### src/rtl/uart_pkg.sv
// uart_pkg: shared FSM state encoding and bit-timing helper for the UART blocks.
package uart_pkg;
  typedef enum logic [2:0] {IDLE, START, DATA, STOP, BREAK} tx_state_t;
  function automatic int bit_period(input int clk_div);
    return 2 * clk_div;
  endfunction
endpackage

### src/rtl/uart_baud_tick.sv
// uart_baud_tick: bit-period counter with synchronous restart and a one-cycle bit_end strobe.
module uart_baud_tick #(
  parameter int CLK_DIV_COUNT = 30,
  parameter int CLK_DIV_WIDTH = 5
) (
  input  logic clk_in,
  input  logic reset,
  input  logic restart,
  output logic bit_end
);
  import uart_pkg::*;
  localparam int CW = CLK_DIV_WIDTH + 1;
  localparam logic [CW-1:0] LAST = CW'(bit_period(CLK_DIV_COUNT) - 1);
  logic [CW-1:0] cnt;
  assign bit_end = cnt == LAST;
  always_ff @(posedge clk_in or negedge reset)
    if (!reset) cnt <= '0;
    else cnt <= (restart || bit_end) ? '0 : cnt + 1'b1;
endmodule

### src/rtl/uart_tx.sv
// uart_tx: valid/ready UART transmitter, 1 start, DATA_COUNT data (LSB first), STOP_COUNT stop bits.
// Define UART_TX_BREAK_EN to add the tx_break input and BREAK state.
module uart_tx #(
  parameter int CLK_DIV_COUNT = 30,
  parameter int CLK_DIV_WIDTH = 5,
  parameter int DATA_COUNT    = 8,
  parameter int STOP_COUNT    = 1
) (
  input  logic                  clk_in,
  input  logic                  reset,
  input  logic [DATA_COUNT-1:0] tx_data,
  input  logic                  tx_valid,
`ifdef UART_TX_BREAK_EN
  input  logic                  tx_break,
`endif
  output logic                  tx_ready,
  output logic                  tx_line,
  output logic                  tx_running
);
  import uart_pkg::*;
  localparam int BW = $clog2(DATA_COUNT + STOP_COUNT + 1);
  localparam logic [BW-1:0] LAST_DATA = BW'(DATA_COUNT - 1);
  localparam logic [BW-1:0] LAST_STOP = BW'(STOP_COUNT - 1);
  tx_state_t state, state_nxt;
  logic [DATA_COUNT-1:0] shift, shift_nxt;
  logic [BW-1:0] bit_cnt, bit_cnt_nxt;
  logic restart, bit_end, line_nxt;
  uart_baud_tick #(
    .CLK_DIV_COUNT(CLK_DIV_COUNT),
    .CLK_DIV_WIDTH(CLK_DIV_WIDTH)
  ) u_tick (
    .clk_in (clk_in),
    .reset  (reset),
    .restart(restart),
    .bit_end(bit_end)
  );
  always_comb begin
    state_nxt   = state;
    shift_nxt   = shift;
    bit_cnt_nxt = bit_cnt;
    restart     = 1'b0;
    case (state)
      IDLE: begin
`ifdef UART_TX_BREAK_EN
        if (tx_break) state_nxt = BREAK;
        else
`endif
        if (tx_valid) begin
          state_nxt   = START;
          shift_nxt   = tx_data;
          bit_cnt_nxt = '0;
          restart     = 1'b1;
        end
      end
      START: state_nxt = bit_end ? DATA : START;
      DATA: if (bit_end) begin
        shift_nxt   = shift >> 1;
        bit_cnt_nxt = (bit_cnt == LAST_DATA) ? '0 : bit_cnt + 1'b1;
        state_nxt   = (bit_cnt == LAST_DATA) ? STOP : DATA;
      end
      STOP: if (bit_end) begin
        bit_cnt_nxt = (bit_cnt == LAST_STOP) ? '0 : bit_cnt + 1'b1;
        state_nxt   = (bit_cnt == LAST_STOP) ? IDLE : STOP;
      end
      BREAK: begin
`ifdef UART_TX_BREAK_EN
        // stop bits are timed from the release of tx_break, so restart the divider
        if (!tx_break) begin
          state_nxt   = STOP;
          bit_cnt_nxt = '0;
          restart     = 1'b1;
        end
`else
        state_nxt = IDLE;
`endif
      end
      default: state_nxt = IDLE;
    endcase
    line_nxt = (state_nxt == START || state_nxt == BREAK) ? 1'b0 :
               (state_nxt == DATA) ? shift_nxt[0] : 1'b1;
  end
  always_ff @(posedge clk_in or negedge reset)
    if (!reset) begin
      state      <= IDLE;
      shift      <= '0;
      bit_cnt    <= '0;
      tx_line    <= 1'b1;
      tx_ready   <= 1'b1;
      tx_running <= 1'b0;
    end else begin
      state      <= state_nxt;
      shift      <= shift_nxt;
      bit_cnt    <= bit_cnt_nxt;
      tx_line    <= line_nxt;
      tx_ready   <= state_nxt == IDLE;
      tx_running <= state_nxt != IDLE;
    end
endmodule
### config.mk
export PLATFORM = sky130hd
export DESIGN_NAME = uart_tx
export DESIGN_NICKNAME = d
export VERILOG_FILES = /design/src/rtl/uart_pkg.sv /design/src/rtl/uart_baud_tick.sv /design/src/rtl/uart_tx.sv
export SDC_FILE = /design/constraint.sdc
export NUM_CORES = 1
export LEC_CHECK = 0
export ABC_AREA = 1
export CORE_MARGIN = 10
export CORE_UTILIZATION = 58
export CTS_CLUSTER_DIAMETER = 50
export DETAILED_ROUTE_END_ITERATION = 12
export PLACE_DENSITY = 0.94
export SYNTH_ARGS = -nofsm -noshare
export SYNTH_HDL_FRONTEND = slang
export SYNTH_SLANG_ARGS = --single-unit
### constraint.sdc
create_clock -name clk_in -period 4.1 [get_ports clk_in]
set_input_delay 0.615 -clock clk_in [delete_from_list [all_inputs] [get_ports clk_in]]
set_output_delay 0.615 -clock clk_in [all_outputs]
set_load 0.05 [all_outputs]
==> impl_metrics.py, run 1 <==
metrics = {
    "setup_path": {
        "cpPeakStageDelay_ns": 0.80,
        "critPathBufInv": 1,
        "worst_ep_required_time_ns": 3.48,
        "crit_chain": "clkdlybuf4s50_1",
        "critPathSlowestCell": "clkdlybuf4s50_1",
        "endpoint_kind": "primary output",
        "path_delay_family": "buffers and inverters",
        "crit_arrival_ns": 1.66,
        "start_kind": "flop",
        "crit_type": "flop to primary output",
        "path_max_fanout": 1,
    },
    "synthesis": {
        "syn_area_per_cell_um2": 8.547,
        "async_flop_share": 1.000,
        "syn_area_mm2": 0.001214,
        "synth_simple_gate_area_frac": 0.3082,
        "synth_area_leader_cell": "dfrtp_1",
        "synth_cells": 142,
        "ys_top_cells_by_area": "dfrtp_1 45%, nand2_1 11%, nor2_1 4.9%, inv_1 4.6%, nand3_1 4.5%",
        "ys.warnings.count": 0,
        "synth_most_common_cell": "nand2_1",
        "synth_common_cells": "36 x nand2_1, 22 x dfrtp_1, 16 x nor2_1",
        "ys_seq_area_frac": 0.4969,
        "synth_edf_count": 0,
        "synth_top_family_by_area": "simple AND/OR/NAND/NOR gates",
        "synth.ff_latch_count": 24,
        "synth_top_area_frac": 0.4536,
        "synth_compound_gate_area_share": 0.09072,
        "synth_flop_cell": "dfrtp_1",
        "synth.area.mux_share": 0,
        "synth_fa_ha_area_frac": 0.03093,
        "synth-xor-area-share": 0.01443,
        "ys_types": 24,
        "syn-num-nets": 156,
    },
    "routing": {
        "viasPerCell": 5.430,
        "drt_iter0_drc": 55,
        "drc_errors": 0,
        "antenna_left": 0,
        "dr.pass1.iters": 4,
        "route.vias.total": 1010,
        "wl_um": 2628,
        "post_drt_wl_per_cell_um": 14.13,
    },
    "die": {
        "dieArea_mm2": 0.004322,
        "rows": 16,
        "initial_core_util": 0.6124,
        "die-width_um": 65.75,
        "core_area_mm2": 0.001982,
        "die_y_um": 65.75,
        "pin_count": 14,
    },
    "timing": {
        "fmax_mhz": 439.2,
        "finClkSkew_ns": 0.003914,
        "tightestPinTransition_ns": 1.043,
        "slew_headroom": 0.3026,
        "rsz0062_at_grt": "no",
        "setup_viol_count_final": 0,
        "hold_slack_ns": 0.4800,
        "period_share": 0.5553,
        "fin_setup_tns_ns": 0,
        "report.final.slew_viol_count": 0,
        "finalHoldViolations": 0,
        "period_minus_slack_ns": 2.277,
    },
    "pwr": {
        "switching_share": 0.3139,
        "vdd_drop_max_uv": 326.3,
        "seq_power_share": 0.551,
        "pwr-share-clk": 0.226,
        "p_leak_uw": 0.0007073,
        "p_int_uw": 379.8,
        "totalPowerFinal_uw": 553.6,
        "powerDensity_mw_per_mm2": 391.6,
        "netSwitchingPower_uw": 173.8,
        "combPwrFrac": 0.223,
    },
    "cts": {
        "cts_resized": 0,
        "clock-root-buffer": "clkbuf_4",
        "clock-sinks": 24,
        "cts_buffers": 3,
        "post-cts-setup-buffers": 0,
        "cts.path.max_buffers": 2,
        "tritoncts": "built",
        "h-tree-depth": 1,
        "cts_hold_buf": 0,
        "clk_pin_slew_worst_paths_ns": 0.13,
        "clkLatencyLatePin_ns": 0.32,
    },
    "global_route": {
        "grt_pass1_wl_um": 4498,
        "busiest_layer": "met2",
        "track_usage": 0.1322,
        "grt_pass1_vias": 1011,
        "antenna_found_initial": 0,
        "grt_overflow": 0,
        "use_met2": 0.2319,
        "use_met3": 0.04237,
        "use_met1": 0.1397,
        "grt_max_degree": 25,
    },
    "place": {
        "gp_congestion": 0.8447,
        "io_buffers": 13,
        "place_hpwl_um": 2041,
    },
    "final_layout": {
        "syn_to_final_growth_pct": 16.50,
        "utilization": 0.7134,
        "antenna_cells": 0,
        "drive_above_1_share": 0.1321,
        "nets": 174,
    },
    "worst_hold_path": {
        "hold_class": "flop to flop",
    },
    "run": {
        "drv_cap": 0,
    },
    "outcome": {
        "outcome": "finished, final reports clean",
    },
}
==> metal layers <==
layer  vias up  wire (µm)
li1        492          -
met1       487       1022
met2        26       1404
met4         0         43
met5         -          0
met3         5        157
==> power by group through the flow <==
| stage | registers, µW | logic, µW | clock network [µW] |
|---|---|---|---|
| final | 305 | 124 | 125 |
| after global routing | 309 | 139 | 132 |
| after CTS | 304 | 125 | 126 |
| after detailed placement | 309 | 124 | 0 |
| after global placement | 304 | 115 | 0 |
| after floorplan | 313 | 73.9 | 0 |
==> logic make-up after synthesis <==
family	after synthesis
buffers and inverters	18
DFF	24
xor gates and xnor gates	2
and+or+nand+nor	78
AOI/OAI and AO/OA	16
other	1
adders and majority gates	3
==> state kept, by name, summed over array words and instances (netlist names) <==
signal      count
shift           8
u_tick.cnt      6
bit_cnt         4
state           3
tx_line         1
tx_ready        1
tx_running      1
==> cell usage in the layout, fill, tap and decap left out <==
| cell | n |
|---|---|
| ha_1 | 3 |
| nor2_1 | 16 |
| inv_2 | 3 |
| o21ai_0 | 3 |
| nor3_1 | 1 |
| a32oi_1 | 6 |
| a22o_2 | 1 |
| nand3_1 | 11 |
| o21bai_1 | 1 |
| o21ai_1 | 3 |
| clkbuf_8 | 1 |
| dfrtp_1 | 22 |
| conb_1 | 1 |
| inv_1 | 15 |
| clkbuf_4 | 3 |
| nor3b_1 | 2 |
| clkdlybuf4s50_1 | 13 |
| nand4_1 | 1 |
| nand2_4 | 2 |
| nand2_1 | 36 |
| a21oi_1 | 2 |
| nor2_4 | 3 |
| nand2_2 | 1 |
| nor2_2 | 4 |
| dfstp_2 | 2 |
| nand3_2 | 1 |
| xor2_1 | 2 |
==> final cells by class <==
cell class                 count  area (µm²)
clock buffer                   4       36.28
multi-input combinational    100       543.0
sequential                    24       603.1
tap                           27       33.78
fill                         151       568.0
timing repair buffer          13       130.1
inverter                      18       67.56
==> metrics by stage <==
step / instances / setup WS [ns] / instance area, µm²
after global routing: 186 / 1.795 / 1414
final: 186 / 1.823 / 1414
after detailed placement: 182 / 2.178 / 1378
after floorplan: 142 / 2.746 / 1214
after global placement: 182 / 2.188 / 1378
after CTS: 186 / 1.815 / 1414
==> final timing paths <==
path                       slack [ns]           from       endpoint  cells past startpoint
hold reg to reg                  0.48  u_tick.cnt[0]  u_tick.cnt[0]                      1
max in group asynchronous        2.63          reset       shift[3]                      1
min in group asynchronous        0.84          reset     bit_cnt[1]                      1
hold / removal                   0.48  u_tick.cnt[0]  u_tick.cnt[0]                      1
setup / recovery                 1.82       tx_ready       tx_ready                      1
setup reg to reg                 2.49  u_tick.cnt[0]        tx_line                     10
(Power assumes the default switching activity.)
==> run 2: changes to the inputs <==
--- a/config.mk
+++ b/config.mk
@@ -7,10 +7,10 @@
 export LEC_CHECK = 0
 export ABC_AREA = 1
 export CORE_MARGIN = 10
-export CORE_UTILIZATION = 58
+export CORE_UTILIZATION = 54
 export CTS_CLUSTER_DIAMETER = 50
 export DETAILED_ROUTE_END_ITERATION = 12
-export PLACE_DENSITY = 0.94
+export PLACE_DENSITY = 0.89
 export SYNTH_ARGS = -nofsm -noshare
 export SYNTH_HDL_FRONTEND = slang
 export SYNTH_SLANG_ARGS = --single-unit
==> constraint.sdc (replaced) <==
create_clock -name clk_in -period 2.2 [get_ports clk_in]
set_input_delay 0.33 -clock clk_in [delete_from_list [all_inputs] [get_ports clk_in]]
set_output_delay 0.33 -clock clk_in [all_outputs]
set_load 0.05 [all_outputs]
==> run 2 against run 1 <==
Against the previous run:
- critical path type unchanged
- count of clock-buffer cells in the layout is 1 lower
- flip-flop and latch count unchanged
- critical path depth did not move
- setup slack worse by 1.6 ns
- die area increased by 5.1%
- sequential power rose by 85%
- critical endpoint unchanged
- register-to-register slack lost 1.9 ns
- clock skew about the same
- utilization fell by 6.4 points
- hold slack got worse by 0.11 ns
==> impl_metrics.py, run 2 (same netlist as run 1, synthesis figures left out) <==
metrics = {
    "outcome": {
        "outcome": "finished, final reports clean",
    },
    "final_layout": {
        "largest_reg_flops": 8,
        "drive_above_1_share": 0.1321,
        "multi_input_area_um2": 543.0,
        "fillers": 183,
        "utilization": 0.6494,
        "nets": 175,
        "largest-register": "shift",
        "layout_common_cells": "36 x nand2_1, 22 x dfrtp_1, 16 x nor2_1",
        "antenna_cells": 0,
        "syn_to_final_growth_pct": 16.08,
        "seqCellArea_um2": 603.1,
        "final_common_cell": "nand2_1",
        "reg_top3": "shift (8), u_tick.cnt (6), bit_cnt (4)",
    },
    "run": {
        "drv_cap": 0,
    },
    "routing": {
        "viasPerCell": 5.326,
        "post_drt_wl_per_cell_um": 12.99,
        "drt_iter0_drc": 63,
        "drc_errors": 0,
        "route.vias.total": 996,
        "dr.pass1.iters": 4,
        "antenna_left": 0,
        "wl_um": 2429,
    },
    "setup_path": {
        "worst_ep_required_time_ns": 1.87,
        "crit_type": "flop to primary output",
        "start_kind": "flop",
        "endpoint_kind": "primary output",
        "path_delay_family": "buffers and inverters",
        "critPathSlowestCell": "clkdlybuf4s50_1",
        "critPathBufInv": 1,
        "crit_chain": "clkdlybuf4s50_1",
        "cpPeakStageDelay_ns": 0.80,
        "crit_arrival_ns": 1.65,
        "path_max_fanout": 1,
    },
    "pwr": {
        "switching_share": 0.3101,
        "p_leak_uw": 0.0007049,
        "powerDensity_mw_per_mm2": 691.2,
        "combPwrFrac": 0.235,
        "pwr-share-clk": 0.187,
        "vdd_drop_max_uv": 652.1,
        "seq_power_share": 0.578,
        "netSwitchingPower_uw": 302.0,
        "p_int_uw": 671.9,
    },
    "global_route": {
        "track_usage": 0.1216,
        "grt_overflow": 0,
        "grt_max_degree": 25,
        "grt_pass1_wl_um": 4284,
        "grt_pass1_vias": 988,
        "antenna_found_initial": 0,
    },
    "cts": {
        "clock-sinks": 24,
        "cts_hold_buf": 0,
        "tritoncts": "built",
        "cts.path.max_buffers": 2,
        "cts_resized": 0,
        "post-cts-setup-buffers": 0,
        "clk_pin_slew_worst_paths_ns": 0.12,
        "clock-root-buffer": "clkbuf_4",
        "h-tree-depth": 1,
        "cts_buffers": 3,
        "clkLatencyLatePin_ns": 0.30,
    },
    "timing": {
        "period_share": 0.8982,
        "tightestPinTransition_ns": 0.5111,
        "finClkSkew_ns": 0.003667,
        "report.final.slew_viol_count": 0,
        "fin_setup_tns_ns": 0,
        "finalHoldViolations": 0,
        "setup_viol_count_final": 0,
        "rsz0062_at_grt": "no",
        "fmax_mhz": 506.1,
        "slew_headroom": 0.6582,
        "period_minus_slack_ns": 1.976,
        "hold_slack_ns": 0.3668,
    },
    "worst_hold_path": {
        "hold_class": "input port to asynchronous set/reset pin",
    },
    "die": {
        "rows": 17,
        "initial_core_util": 0.5594,
        "die_y_um": 67.41,
        "pin_count": 14,
        "core_area_mm2": 0.002170,
        "die-width_um": 67.41,
        "dieArea_mm2": 0.004544,
    },
    "place": {
        "io_buffers": 13,
        "gp_congestion": 0.7913,
        "place_hpwl_um": 1881,
    },
}
run 2: cell types whose count changed in the layout (fill, tap and decap cells not counted), sizes merged:
| cell | delta |
|---|---|
| buf | +1 |
| clkbuf | -1 |
run 2: layout make-up:
class,count,share of cell area
clock buffers,3,0.01599
inverters,18,0.04796
multi-input cells,100,0.3854
flip-flops and latches,24,0.4281
well taps,28,0.02487
repair buffers,14,0.09769
run 2: stage by stage:
step	total power (µW)	setup slack, ns	std cells	instance area [µm²]
floorplan	721.7	0.8457	142	1214
global placement	782.7	0.5728	184	1386
detailed placement	802.7	0.5661	184	1386
CTS	984.2	0.1997	187	1409
global route	1041	0.1602	187	1409
finish	973.9	0.2239	187	1409
run 2: power groups by stage:
stage	combinational, µW	sequential (µW)	clock, µW
2_1_floorplan	138	584	0
3_3_place_gp	216	567	0
3_5_place_dp	231	571	0
4_1_cts	232	562	190
5_1_grt	259	573	209
6_report	229	563	182
run 2: layer usage:
layer	vias to the layer above	routed length [µm]	track usage
li1	493	-	-
met1	462	987	0.1337
met2	33	1202	0.2026
met3	8	180	0.04298
met4	0	59	0.06410
met5	-	0	0
run 2: path summary, 6_finish.rpt:
path / start / endpoint / slack, ns / cells past startpoint
worst min-delay path: reset / bit_cnt[1] / 0.37 / 2
max in group asynchronous: reset / tx_line / 1.55 / 2
min in group clk_in: u_tick.cnt[0] / u_tick.cnt[0] / 0.47 / 1
worst max-delay path: tx_ready / tx_ready / 0.22 / 1
worst max register to register: u_tick.cnt[0] / tx_line / 0.63 / 10
worst min register to register: u_tick.cnt[0] / u_tick.cnt[0] / 0.47 / 1
